<file path="src/rtl/free_run_down_timer.sv">
// Programmable down-counting timer with one-shot and auto-reload modes.
// zero_tick flags expiry combinationally in the cycle the counter sits at 0 while enabled.
module free_run_down_timer #(
  parameter int N = 8
) (
  input  logic         clk,
  input  logic         reset,
  input  logic         load,
  input  logic [N-1:0] d,
  input  logic         start,
  input  logic         stop,
  input  logic         en,
  input  logic         periodic,
  output logic [N-1:0] q,
  output logic         zero_tick,
  output logic         busy,
  output logic         done
);

  localparam logic [1:0] IDLE = 2'd0;
  localparam logic [1:0] RUN  = 2'd1;
  localparam logic [1:0] DONE = 2'd2;

  logic [1:0]   state_q, state_d;
  logic [N-1:0] cnt_q, cnt_d;
  logic [N-1:0] reload_q, reload_d;
  logic         cnt_zero;

  assign cnt_zero = (cnt_q == '0);

  always_comb begin
    // NOTE: every next-state signal is defaulted first, so no path can infer a latch.
    state_d  = state_q;
    cnt_d    = cnt_q;
    reload_d = reload_q;
    if (stop) begin
      state_d = IDLE;
    end else if (load) begin
      // Load owns the data path; a concurrent start still moves IDLE/DONE into RUN.
      reload_d = d;
      cnt_d    = d;
      if (state_q != RUN && start) state_d = RUN;
    end else begin
      case (state_q)
        IDLE, DONE: begin
          if (start) begin
            state_d = RUN;
            cnt_d   = reload_q;
          end
        end
        RUN: begin
          if (en) begin
            if (!cnt_zero)    cnt_d   = cnt_q - N'(1);
            else if (periodic) cnt_d  = reload_q;
            else               state_d = DONE;
          end
        end
        default: state_d = IDLE;
      endcase
    end
  end

  always_ff @(posedge clk) begin
    // NOTE: state registers use non-blocking assignments so all update together at the edge.
    if (!reset) begin
      state_q  <= IDLE;
      cnt_q    <= '0;
      reload_q <= '0;
    end else begin
      state_q  <= state_d;
      cnt_q    <= cnt_d;
      reload_q <= reload_d;
    end
  end

  assign q         = cnt_q;
  assign busy      = (state_q == RUN);
  assign done      = (state_q == DONE);
  assign zero_tick = (state_q == RUN) && en && cnt_zero;

endmodule
</file>
<file path="config.mk">
export PLATFORM = sky130hd
export DESIGN_NAME = free_run_down_timer
export DESIGN_NICKNAME = d
export VERILOG_FILES = /design/src/rtl/free_run_down_timer.sv
export SDC_FILE = /design/constraint.sdc
export NUM_CORES = 1
export LEC_CHECK = 0
export CORE_MARGIN = 2
export CORE_UTILIZATION = 35
export DETAILED_ROUTE_END_ITERATION = 10
export PLACE_DENSITY = 0.59
export SLEW_MARGIN = 20
export SYNTH_ARGS = -nofsm -noshare
export SYNTH_HDL_FRONTEND = slang
export SYNTH_SLANG_ARGS = --single-unit
</file>
<file path="constraint.sdc">
create_clock -name clk -period 2.3 [get_ports clk]
set_clock_uncertainty 0.2 [all_clocks]
set_input_delay 0.575 -clock clk [delete_from_list [all_inputs] [get_ports clk]]
set_output_delay 0.575 -clock clk [all_outputs]
set_load 0.03 [all_outputs]
</file>
==> flow_summary.toml, run 1 <==
[drt]
ant_nets = 0
drt_first_pass_iters = 4
dr_total_vias = 1133
drc_errors = 0
drtIter0Drc = 34
routed_wl_um = 3008
routedWlPerCell_um = 13.80
avgViaCountPerCell = 5.197

[final_layout]
regArea_um2 = 360.3
layout_common_cells = "20 x buf_4, 18 x dfxtp_1, 16 x clkdlybuf4s50_1, 11 x nand2_1"
nFillCells = 304
drive_gt1_frac = 0.2414
areaGrowthSynthToFinish_pct = 45.07
nets = 193
layout_commonest_cell = "buf_4"
multi_input_area_um2 = 728.2
stdcell_count = 218
n_antenna_cell = 0

[yosys]
synthArstFlopShare = 0
ys_warn_count = 0
netlist_instances = 131
synth-edff-count = 0
syn_area_per_cell_um2 = 8.520
synthesis.nets = 148
synth_ff_type = "dfxtp_1"
ys_ff_latch = 18
synthDistinctLibCells = 47
netlist_area_um2 = 1116
yosysSeqAreaShare = 0.3229

[setup_path]
reg2reg_depth = 9
r2r_setup_slack_ps = 220
r2r_start = "q[0]"
r2r_end = "q[4]"
end_kind = "primary output"
worstPathArrival_ps = 1450
critPathLaunchType = "primary input"
critical_path_class = "primary input to primary output"
worstPathMaxFanout = 2
crit_required_ps = 1520

[pwr]
ir_drop_v = 0.0004411
p_comb_frac = 0.365
p_switching_w = 0.0002609
p_seq_frac = 0.440
switching_share = 0.3250
p_clk_frac = 0.195
power_w = 0.0008029
p_int_w = 0.0005420
powerDensity_nw_per_um2 = 495.9
p_leak_nw = 0.6997

[grt]
grt_busiest_layer = "met2"
grt_max_degree = 21
grt_pass1_wl_um = 4761
grt_pass1_vias = 1034
overflow = 0
met2_usage = 0.3043
antenna_found_initial = 0
grt_use_met3 = 0.04691
met1_usage = 0.2195
grt_usage = 0.1754

[floorplanning]
fp.coreArea_um2 = 3053
fp.dieW_um = 60.47
fp.dieArea_um2 = 3657
start_util = 0.3656
fp.dieH_um = 60.47
io_pins = 26
rows = 20

[timing]
min_period_over_period = 0.9669
finalHoldViolCount = 0
period_minus_slack_ps = 2224
worst_pin_slew_ps = 320.1
setup_viol = 0
drv_slew = 0
max_freq_mhz = 449.7
relSlewSlack = 0.7862

[clock_network]
worstSkewPairLatency_ps = 290
clk_pin_slew_ps = 90
ctsHoldBuffers = 0
numCtsBuffers = 3
cts_sinks = 18
cts_buffer_depth = 2
htreeDepth = 1
root_buffer = "clkbuf_4"
cts_tree = "yes"

[status]
status = "finished clean"

[min_path]
hp-start = "reload_q[1]"
holdPathStages = 2
hold_path.class = "register to register"
whs_endpoint = "reload_q[1]"

[placement]
dp_cells = 213
dp.final_hpwl_um = 2182
port_buffers = 25
gp_congestion = 0.9087

[run]
maxCapViolCount = 0
## Yosys cell counts (2+ instances only)
library cell,number,area share
dfxtp_1,18,0.32
nor2_1,10,0.034
mux2i_1,8,0.072
clkbuf_1,4,0.013
a21oi_1,5,0.022
o211ai_1,3,0.020
xnor2_1,2,0.016
nand2b_1,3,0.017
nor2b_1,9,0.050
ha_1,2,0.022
o22ai_1,4,0.022
nor2_2,2,0.011
o21ai_1,3,0.013
a211oi_1,3,0.020
nor3_1,3,0.013
a31oi_1,4,0.022
nand2_1,11,0.037
nor3b_1,2,0.013
o21ai_0,2,0.0090
inv_1,6,0.020
## routing by layer
layer	wire, um	up-vias
met1	1385	532
met3	148	4
met2	1437	30
met5	0	-
li1	-	567
met4	36	0
## cell type report
type,instances,area share
Timing Repair Buffer,46,0.2658
Sequential cell,18,0.2226
Inverter,6,0.01391
Tap cell,44,0.03400
Clock buffer,3,0.01391
Multi-Input combinational cell,101,0.4498
## stage by stage
step / TNS [ps] / cell area (um2) / utilization / hold slack [ps] / setup WS, ps
2_1_floorplan: 0 / 1119 / - / 273.3 / 96.94
3_3_place_gp: 0 / 1545 / 0.5061 / 297.2 / 27.48
3_5_place_dp: -47.93 / 1545 / 0.5061 / 306.6 / -17.23
4_1_cts: 0 / 1582 / 0.5180 / 332.8 / 1.393
5_1_grt: -4.017 / 1619 / 0.5303 / 351.3 / -4.017
6_report: 0 / 1619 / 0.5303 / 331.7 / 76.18
## worst max-delay path by stage
stage | from | endpoint | slack, ps | depth (start not counted)
floorplan | q[0] | zero_tick | 100 | 5
global placement | en | q[5] | 30 | 7
detailed placement | en | q[2] | -20 | 7
CTS | q[0] | zero_tick | 1 | 6
global route | q[2] | zero_tick | -4 | 4
finish | en | zero_tick | 80 | 4
## state kept, by name, summed over array words and instances (netlist names)
name and count:
state_q 2, reload_q 8, q 8
## repair_timing
item | in CTS | in global routing
pin swaps | 1 | 1
endpoints found under the setup margin | 4 | 6
setup buffers | 0 | 2
resized for setup | 7 | 8
hold endpoints to repair | 0 | 0
## critical path, cell delays in order
cell and delay [ps]:
clkdlybuf4s50_1 480, nand3b_1 110, nor2_2 140, buf_6 140
## logic make-up after synthesis
| kind of cell | Yosys count | synth area share |
|---|---|---|
| AND/OR/NAND/NOR | 51 | 0.2623 |
| flip-flops | 18 | 0.3229 |
| adder cells (fa/ha/maj) | 2 | 0.02242 |
| buffers and inverters | 12 | 0.04820 |
| XOR/XNOR | 3 | 0.02355 |
| multiplexers | 9 | 0.08184 |
| AO/OA/AOI/OAI | 36 | 0.2388 |
## power by group through the flow
stage          registers (W)  clock network, W  logic [W]
2_1_floorplan       0.000378                 0   0.000145
3_3_place_gp        0.000358                 0   0.000274
3_5_place_dp        0.000359                 0   0.000277
4_1_cts             0.000353          0.000167   0.000281
5_1_grt             0.000357          0.000177   0.000317
6_report            0.000353          0.000157   0.000293
No activity file was read; power rests on OpenSTA's default activity.
==> run 2: changes to the inputs <==
--- a/config.mk
+++ b/config.mk
@@ -9,6 +9,7 @@
 export CORE_UTILIZATION = 35
 export DETAILED_ROUTE_END_ITERATION = 10
 export PLACE_DENSITY = 0.59
+export SKIP_LAST_GASP = 1
 export SLEW_MARGIN = 20
 export SYNTH_ARGS = -nofsm -noshare
 export SYNTH_HDL_FRONTEND = slang
==> flow_summary.toml, run 2 (synthesis gave the netlist of run 1 again) <==
[status]
status = "finished clean"

[pwr]
p_leak_nw = 0.6848
ir_drop_v = 0.0004398
power_w = 0.0008023
powerDensity_nw_per_um2 = 496.3

[final_layout]
areaGrowthSynthToFinish_pct = 44.84
n_antenna_cell = 0
regArea_um2 = 360.3
multi_input_area_um2 = 728.2
layout_commonest_cell = "buf_4"
design_area_um2 = 1617
nFillCells = 305
drive_gt1_frac = 0.2414
final_util = 0.5295
nets = 193
layout_common_cells = "20 x buf_4, 18 x dfxtp_1, 17 x clkdlybuf4s50_1, 11 x nand2_1"

[clock_network]
ctsHoldBuffers = 0
cts_sinks = 18
root_buffer = "clkbuf_4"
htreeDepth = 1
cts_tree = "yes"
worstSkewPairLatency_ps = 290
cts_buffer_depth = 2
numCtsBuffers = 3
clk_pin_slew_ps = 100

[placement]
gp_congestion = 0.9087
port_buffers = 25
placed_area_um2 = 1545
dp.final_hpwl_um = 2182
post-place-ws_ps = -17.23

[setup_path]
end_kind = "primary output"
worstPathArrival_ps = 1480
slowest_delay_ps = 720
path_delay_family = "buffers and inverters"
crit_buf_inv = 1
critPathLaunchType = "register"
critical_path_class = "register to primary output"
path_cells = "clkdlybuf4s50_1"
slowest_stage = "clkdlybuf4s50_1"
crit_required_ps = 1520
worstPathMaxFanout = 6

[min_path]
hold_path.class = "register to register"

[grt]
grt_pass1_wl_um = 4733
overflow = 0
antenna_found_initial = 0
grt_pass1_vias = 1039
grt_usage = 0.1745
grt_max_degree = 21

[floorplanning]
io_pins = 26
fp.dieW_um = 60.47
rows = 20
fp.dieArea_um2 = 3657
fp.coreArea_um2 = 3053
fp.dieH_um = 60.47
start_util = 0.3656

[timing]
max_freq_mhz = 443.8
setup_viol = 0
relSlewSlack = 0.7869
rsz0062_at_grt = "true"
setup_ws_ps = 46.69
finalHoldViolCount = 0
drv_slew = 0
min_period_over_period = 0.9797
period_minus_slack_ps = 2253
worst_pin_slew_ps = 319.1

[drt]
drt_first_pass_iters = 4
dr_total_vias = 1127
drc_errors = 0
ant_nets = 0
routedWlPerCell_um = 13.82
drtIter0Drc = 39
avgViaCountPerCell = 5.170
routed_wl_um = 3012

[run]
maxCapViolCount = 0
[run 2: cell types whose count changed in the layout (fill, tap and decap cells not counted)]
| cell | delta |
|---|---|
| clkdlybuf4s50_1 | +1 |
| dlymetal6s2s_1 | -1 |
[run 2: timing repair]
action,in CTS,in global routing
pin swaps,0,1
buffers inserted,0,2
resized for setup,4,10
setup endpoints to repair,4,5
[run 2: layout make-up]
| cell class | instances | share of cell area |
|---|---|---|
| multi-input combinational | 101 | 0.4505 |
| inverter | 6 | 0.01393 |
| sequential | 18 | 0.2229 |
| clock buffer | 3 | 0.01393 |
| tap | 44 | 0.03406 |
| timing repair buffer | 46 | 0.2647 |
[run 2: stage by stage]
| stage | instances | TNS [ps] | hold slack [ps] |
|---|---|---|---|
| CTS | 216 | -40.81 | 332.8 |
| finish | 218 | 0 | 332.0 |
| floorplan | 131 | 0 | 273.3 |
| global placement | 213 | 0 | 297.2 |
| global route | 218 | -30.45 | 351.3 |
| detailed placement | 213 | -47.93 | 306.6 |
[run 2: worst paths after layout]
path / slack [ps] / end / depth (start not counted) / from
max: 50 / q[7] / 1 / q[7]
max reg2reg: 220 / q[4] / 9 / q[0]
min reg2reg: 330 / reload_q[1] / 2 / reload_q[1]
min: 330 / reload_q[1] / 2 / reload_q[1]
[run 2: worst reg2reg max path: stages (launching register included)]
cell     delay, ps
dfxtp_1        340
inv_2           90
ha_4           130
nor3b_4        210
nand2_2        110
buf_4          150
o41a_1         330
buf_4          190
o21ai_0        160
a31oi_1         60
[run 2: layer usage]
metal,global-route usage,share of wire,vias to the layer above
li1,-,-,568
met1,0.2182,0.45,521
met2,0.3012,0.48,34
met3,0.04691,0.051,4
met4,0.04037,0.012,0
met5,0,0,-
[run 2: where the power goes]
group	internal, W	switching [W]
registers	0.000330	0.0000233
clock network	0.0000609	0.0000955
logic	0.000151	0.000141
